$ cat src/rtl/tc_mul8_seq.sv
// Sequential two's-complement multiplier using radix-2 Booth recoding, one step per clock.
// Optional macro TC_MUL_ZERO_BYPASS_EN: zero operands skip iteration and report 0 immediately.
module tc_mul8_seq #(
  parameter int WIDTH = 8,
  parameter int CNT_W = 3
) (
  input  logic                 clk,
  input  logic                 rst_n,
  input  logic                 start,
  input  logic [WIDTH-1:0]     m,
  input  logic [WIDTH-1:0]     q,
  output logic                 busy,
  output logic                 done,
  output logic [2*WIDTH-1:0]   p
);

  typedef enum logic [1:0] {IDLE, CALC, DONE} state_t;

  state_t             state, state_nxt;
  logic [WIDTH:0]     a, mr, a_sum, a_sh;
  logic [WIDTH-1:0]   qr, q_sh;
  logic               q_1;
  logic [CNT_W-1:0]   count;
  logic               accept, last_step, zero_op;

  assign accept    = start && (state == IDLE || state == DONE);
  assign last_step = (state == CALC) && (count == CNT_W'(WIDTH - 1));

`ifdef TC_MUL_ZERO_BYPASS_EN
  assign zero_op = (m == '0) || (q == '0);
`else
  assign zero_op = 1'b0;
`endif

  always_ff @(posedge clk) begin
    if (!rst_n) state <= IDLE;
    else        state <= state_nxt;
  end

  always_comb begin
    state_nxt = state;
    unique case (state)
      IDLE:    if (start) state_nxt = zero_op ? DONE : CALC;
      CALC:    if (last_step) state_nxt = DONE;
      DONE:    state_nxt = start ? (zero_op ? DONE : CALC) : IDLE;
      default: state_nxt = IDLE;
    endcase
  end

  // Add/subtract and arithmetic shift of {A,Q,Q_1} resolved in a single cycle.
  always_comb begin
    a_sum = a;
    unique case ({qr[0], q_1})
      2'b01:   a_sum = a + mr;
      2'b10:   a_sum = a - mr;
      default: a_sum = a;
    endcase
    a_sh = {a_sum[WIDTH], a_sum[WIDTH:1]};
    q_sh = {a_sum[0], qr[WIDTH-1:1]};
  end

  always_ff @(posedge clk) begin
    if (!rst_n) begin
      a     <= '0;
      mr    <= '0;
      qr    <= '0;
      q_1   <= 1'b0;
      count <= '0;
      p     <= '0;
    end else if (accept) begin
      mr    <= {m[WIDTH-1], m};
      qr    <= q;
      a     <= '0;
      q_1   <= 1'b0;
      count <= '0;
      if (zero_op) p <= '0;
    end else if (state == CALC) begin
      a     <= a_sh;
      qr    <= q_sh;
      q_1   <= qr[0];
      count <= count + 1'b1;
      if (last_step) p <= {a_sh[WIDTH-1:0], q_sh};
    end
  end

  assign busy = (state == CALC);
  assign done = (state == DONE);

endmodule

$ cat config.mk
export PLATFORM = sky130hd
export DESIGN_NAME = tc_mul8_seq
export DESIGN_NICKNAME = d
export VERILOG_FILES = /design/src/rtl/tc_mul8_seq.sv
export SDC_FILE = /design/constraint.sdc
export NUM_CORES = 1
export LEC_CHECK = 0
export ABC_AREA = 1
export CAP_MARGIN = 20
export CORE_ASPECT_RATIO = 0.8
export CORE_UTILIZATION = 55
export CTS_CLUSTER_DIAMETER = 60
export CTS_CLUSTER_SIZE = 40
export DETAILED_ROUTE_END_ITERATION = 6
export PLACE_DENSITY = 0.81
export SETUP_SLACK_MARGIN = 0.15
export SYNTH_ARGS = -nofsm -noshare
export SYNTH_HDL_FRONTEND = slang
export SYNTH_SLANG_ARGS = --single-unit
$ cat constraint.sdc
create_clock -name clk -period 3.6 [get_ports clk]
set_input_delay 0.72 -clock clk [delete_from_list [all_inputs] [get_ports clk]]
set_output_delay 0.72 -clock clk [all_outputs]
set_load 0.02 [all_outputs]
==> impl_metrics.json, run 1 <==
{
  "drtIter0Drc": 209,
  "clock_sinks": 46,
  "grt_pass1_wl_mm": 8.97,
  "ys_seq_area_share_pct": 38.8,
  "rr_endpoint": "p[15]",
  "p_leak_nw": 1.30,
  "gp_congestion": 0.850,
  "finalCritPeriodShare_pct": 72.6,
  "root_buffer": "clkbuf_8",
  "startpoint_type": "flop",
  "htree_levels": 2,
  "syn_area_per_cell_um2": 7.23,
  "slew_violations": 0,
  "die_area_um2": 4580,
  "layout_min_cycle_time_ns": 2.61,
  "rrSetupSlack_ns": 1.03,
  "antenna_found_initial": 0,
  "synth_warnings": 0,
  "finalSetupTns_ns": 0,
  "numCtsBuffers": 5,
  "dp_hpwl_mm": 3.86,
  "hp-class": "reg -> reg",
  "vias": 2215,
  "critPathArrivalTime_ns": 1.89,
  "hold-worst-slack_ns": 0.463,
  "diodes": 0,
  "finalSetupViolations": 0,
  "synthToLayoutAreaGrowth_pct": 20.1,
  "die_h_um": 60.7,
  "nets": 392,
  "cp-end-kind": "output pin",
  "worstRegToRegCells": 16,
  "r2r-start": "mr[0]",
  "worstMarginPinSlew_ns": 0.605,
  "grt_usage_pct": 26.8,
  "crit_type": "reg -> out",
  "powerDensity_nw_per_um2": 431,
  "max_freq_ghz": 0.383,
  "grt_start_max_net_pins": 32,
  "synth_seq_cells": 46,
  "wire_per_inst_um": 13.3,
  "ys_types": 28,
  "cts-hold-fix-buffers": 0,
  "grt_pass1_vias": 2004,
  "drc": 0,
  "p_total_w": 0.00123,
  "num_rows": 20,
  "initial_utilization_pct": 60.0,
  "drive_above_1_share_pct": 4.71,
  "endpoint": "busy",
  "clk_latency_ns": 0.31,
  "syn_area_um2": 2370,
  "clock_skew_ns": 0.00453,
  "postCtsSetupBuffers": 0,
  "postRouteAntennaNets": 0,
  "num_io_pins": 37,
  "drt_first_pass_iters": 4,
  "hold_path_depth": 2,
  "synth_nets": 360,
  "cp_data_required_time_ns": 2.88,
  "startpoint": "state[0]",
  "clk_path_buf_depth": 2,
  "finalCoreUtilization_pct": 72.1,
  "final_hold_viol_count": 0,
  "rsz0062_at_grt": "no",
  "grt.overflow.total": 0,
  "critPathMaxFanout": 21,
  "portBuffers": 36,
  "ir_drop_mv": 0.271,
  "wirelength_mm": 5.54,
  "viasPerCell": 5.32,
  "cap_violations": 0,
  "cts_tree": "done",
  "outcome": "completed",
  "slew-limit-headroom_pct": 59.5,
  "die_x_um": 75.4,
  "cts.repair.resized": 0,
  "core-area_um2": 3950,
  "cts.clk_slew.worst_paths_ns": 0.08,
  "synthCells": 328
}
[power breakdown]
group	internal (W)	switching, W	total (W)
Clock	0.000176	0.000181	0.000357
Combinational	0.000122	0.000200	0.000322
Sequential	0.000534	0.0000168	0.000551
[per-layer routing]
metal,vias up,wire (µm),part of all wire [%],track usage [%]
met5,-,0,0,0
met1,1002,2690,48,35.4
met2,67,2450,44,41.8
met4,0,75,1.4,8.47
met3,10,334,6.0,8.64
li1,1136,-,-,-
[kinds of logic (layout without fill, tap and decap cells)]
group           count (synthesis)  after routing  share of synthesized area (%)
compound gates                 89             89                           21.2
buf+inv                        67            100                           11.4
xor+xnor                        5              5                           1.85
flops                          46             46                           38.8
fa+ha+maj                      13             13                           7.17
simple gates                  108            108                           19.6
[how the worst min path moves through the flow]
stage / start / end / slack, ns
CTS: q_1 / q_1 / 0.46
finish: q_1 / q_1 / 0.46
global placement: q_1 / q_1 / 0.44
detailed placement: q_1 / q_1 / 0.45
global route: q_1 / q_1 / 0.47
floorplan: q_1 / q_1 / 0.43
[synth_stat cells]
master,count,area [µm²]
a211oi_1,3,22.5
a21oi_1,29,145
a221oi_1,5,43.8
a22oi_1,1,7.51
buf_4,5,37.5
clkbuf_1,7,26.3
dfxtp_1,46,921
fa_1,1,20.0
ha_1,12,150
inv_1,51,191
inv_2,4,15.0
nand2_1,49,184
nand2_2,1,6.26
nand3_1,16,80.1
nand3b_1,2,15.0
nand4_1,3,18.8
nor2_1,33,124
nor2_4,2,22.5
nor3_1,1,5.00
o21a_1,6,45.0
o21ai_0,36,180
o21ai_1,2,10.0
o21bai_1,3,22.5
o22ai_1,3,18.8
o31ai_1,1,7.51
or2_4,1,8.76
xnor2_1,2,17.5
xor2_1,3,26.3
[final cells by class]
class / instances / area, µm²
well taps: 55 / 68.8
inverters: 55 / 206
clock buffers: 7 / 96.3
multi-input cells: 215 / 1180
repair buffers: 37 / 368
clock inverters: 1 / 8.76
fillers: 333 / 1100
flip-flops and latches: 46 / 921
[registers in the layout, indices dropped and copies added, names as in the netlist]
name and cells:
q_1 1, count 3, p 16, qr 8, mr 8, state 2
a 8
[critical path, stage by stage (launching register included)]
cell and delay, ns:
dfxtp_1 0.36, inv_2 0.07, nor2_4 0.44, clkdlybuf4s50_1 0.72
[metrics by stage]
| stage | instances | instance area (µm²) | setup WS, ns |
|---|---|---|---|
| finish | 416 | 2850 | 0.986 |
| global route | 416 | 2850 | 0.674 |
| CTS | 416 | 2850 | 1.01 |
| detailed placement | 408 | 2750 | 1.12 |
| global placement | 408 | 2750 | 1.22 |
| floorplan | 328 | 2370 | 1.38 |
[placed cells by master, fill, tap and decap left out, types with 2 or more instances in the layout]
cell,count
o22ai_1,3
clkbuf_8,7
inv_1,51
nor2_1,33
o21bai_1,3
nand4_1,3
ha_1,12
dfxtp_1,46
xnor2_1,2
xor2_1,3
o21a_1,6
o21ai_1,2
o21ai_0,36
nand3_1,16
clkdlybuf4s50_1,36
a221oi_1,5
nor2_4,2
nand2_1,49
inv_2,4
a211oi_1,3
nand3b_1,2
a21oi_1,29
(Power assumes the default switching activity.)
==> inputs of run 2 (changes only) <==
--- a/config.mk
+++ b/config.mk
@@ -8,11 +8,11 @@
 export ABC_AREA = 1
 export CAP_MARGIN = 20
 export CORE_ASPECT_RATIO = 0.8
-export CORE_UTILIZATION = 55
+export CORE_UTILIZATION = 53
 export CTS_CLUSTER_DIAMETER = 60
 export CTS_CLUSTER_SIZE = 40
 export DETAILED_ROUTE_END_ITERATION = 6
-export PLACE_DENSITY = 0.81
+export PLACE_DENSITY = 0.79
 export SETUP_SLACK_MARGIN = 0.15
 export SYNTH_ARGS = -nofsm -noshare
 export SYNTH_HDL_FRONTEND = slang
==> constraint.sdc (replaced) <==
create_clock -name clk -period 2.5 [get_ports clk]
set_input_delay 0.5 -clock clk [delete_from_list [all_inputs] [get_ports clk]]
set_output_delay 0.5 -clock clk [all_outputs]
set_load 0.02 [all_outputs]
==> impl_metrics.json, run 2 (synthesis gave the netlist of run 1 again) <==
{
  "cts_tree": "done",
  "power.switching_w": 0.000624,
  "die_h_um": 61.8,
  "nets": 401,
  "pre_cts_ws_ns": 0.0434,
  "die_area_um2": 4750,
  "finalCoreUtilization_pct": 72.8,
  "drt_first_pass_iters": 4,
  "num_rows": 21,
  "wire_per_inst_um": 13.8,
  "cp.buffers_inverters": 5,
  "critPathArrivalTime_ns": 2.64,
  "cts-hold-fix-buffers": 0,
  "cp_cell_sequence": "inv_1 -> ha_1 -> inv_2 -> nor2_4 -> inv_2 -> o21ai_2 -> xnor2_1 -> inv_1 -> ha_4 -> nand2_1 -> nor2_2 -> nand3_1 -> nand2_1 -> nand3_1 -> nand4_1 -> nand3_2 -> nand2_1 -> inv_1",
  "viasPerCell": 5.35,
  "slew-limit-headroom_pct": 74.5,
  "largest_register": "p",
  "synthToLayoutAreaGrowth_pct": 29.8,
  "dp_hpwl_mm": 3.90,
  "setup_slack_ns": 0.0675,
  "cp-end-kind": "flop",
  "grt_start_max_net_pins": 31,
  "worst_path_max_delay_cell": "dfxtp_2",
  "finalSetupViolations": 0,
  "postRouteAntennaNets": 0,
  "drive_above_1_share_pct": 15.4,
  "powerDensity_nw_per_um2": 598,
  "num_io_pins": 37,
  "path_delay_family": "simple AND/OR/NAND/NOR gates",
  "gp_congestion": 0.895,
  "finalCritPeriodShare_pct": 97.3,
  "largest_register_ffs": 16,
  "clock_sinks": 46,
  "cp_data_required_time_ns": 2.70,
  "worstMarginPinSlew_ns": 0.382,
  "grt.overflow.total": 0,
  "clk_path_buf_depth": 2,
  "crit_type": "reg -> reg",
  "startpoint_type": "flop",
  "wirelength_mm": 5.87,
  "die_x_um": 76.8,
  "p_leak_nw": 1.34,
  "ir_drop_mv": 0.426,
  "clock_skew_ns": 0.00470,
  "numCtsBuffers": 5,
  "layout_min_cycle_time_ns": 2.43,
  "grt_pass1_wl_mm": 8.56,
  "root_buffer": "clkbuf_8",
  "core-area_um2": 4230,
  "htree_levels": 2,
  "mostFrequentLayoutCells": "47 x inv_1, 42 x nand2_1, 42 x dfxtp_1",
  "sequentialPowerShare_pct": 43.5,
  "hp-class": "reg -> reg",
  "clk_latency_ns": 0.29,
  "cap_violations": 0,
  "initial_utilization_pct": 56.1,
  "final_common_cell": "inv_1",
  "portBuffers": 36,
  "antenna_found_initial": 0,
  "final_hold_viol_count": 0,
  "crit_path_max_incr_delay_ns": 0.34,
  "grt_pass1_vias": 1884,
  "cts.clk_slew.worst_paths_ns": 0.09,
  "grt_usage_pct": 23.5,
  "rsz0062_at_grt": "yes",
  "vias": 2281,
  "power.share.combinational_pct": 32.4,
  "clkPwrFrac_pct": 24.1,
  "drc": 0,
  "diodes": 0,
  "finalSetupTns_ns": 0,
  "hold-worst-slack_ns": 0.474,
  "slew_violations": 0,
  "critPathMaxFanout": 5,
  "drtIter0Drc": 147,
  "outcome": "completed",
  "p_int_w": 0.00122,
  "max_freq_ghz": 0.411,
  "netSwitchingFraction_pct": 33.9
}
## run 2: worst paths after layout
kind                            slack, ns     start       end  cells after the start
worst min-delay path                 0.47  count[2]  count[2]                      2
worst max-delay path                 0.07     mr[1]     p[15]                     18
worst max register to register       0.07     mr[1]     p[15]                     18
worst min register to register       0.47  count[2]  count[2]                      2
## run 2: metrics by stage
stage	total power, W	instance area (µm²)	cells
final	0.00184	3080	426
after global routing	0.00194	3080	426
after CTS	0.00171	2890	421
after detailed placement	0.00126	2780	414
after global placement	0.00125	2780	414
after floorplan	0.00115	2370	328
## run 2: worst register-to-register path, stage by stage (launching register included)
cell,delay (ns)
dfxtp_2,0.34
inv_1,0.08
ha_1,0.16
inv_2,0.05
nor2_4,0.13
inv_2,0.06
o21ai_2,0.14
xnor2_1,0.15
inv_1,0.10
ha_4,0.31
nand2_1,0.10
nor2_2,0.11
nand3_1,0.09
nand2_1,0.08
nand3_1,0.11
nand4_1,0.14
nand3_2,0.08
nand2_1,0.08
inv_1,0.03
## run 2: power groups by stage
| stage | combinational [W] | clock, W | sequential [W] |
|---|---|---|---|
| after floorplan | 0.000348 | 0 | 0.000803 |
| after global placement | 0.000447 | 0 | 0.000808 |
| after detailed placement | 0.000454 | 0 | 0.000809 |
| after CTS | 0.000472 | 0.000448 | 0.000794 |
| after global routing | 0.000657 | 0.000479 | 0.000807 |
| final | 0.000597 | 0.000443 | 0.000802 |
## run 2: layout make-up
class                      count  area, µm²
tap                           57       71.3
timing repair buffer          46        435
sequential                    46        928
multi-input combinational    215       1350
clock inverter                 1       7.51
inverter                      55        210
clock buffer                   6       72.6
fill                         331       1150
## run 2: metal layers
| metal | vias to the layer above | track usage, % | routed length (µm) |
|---|---|---|---|
| met1 | 1054 | 31.2 | 2650 |
| met2 | 62 | 40.6 | 2800 |
| met5 | - | 0 | 0 |
| met3 | 13 | 4.53 | 312 |
| li1 | 1152 | - | - |
| met4 | 0 | 5.77 | 109 |
## run 2: what timing repair did
item                       in CTS  in global routing
buffers inserted                0                  5
setup endpoints to repair       7                 13
resized for setup               7                 36
pin swaps                       0                 21
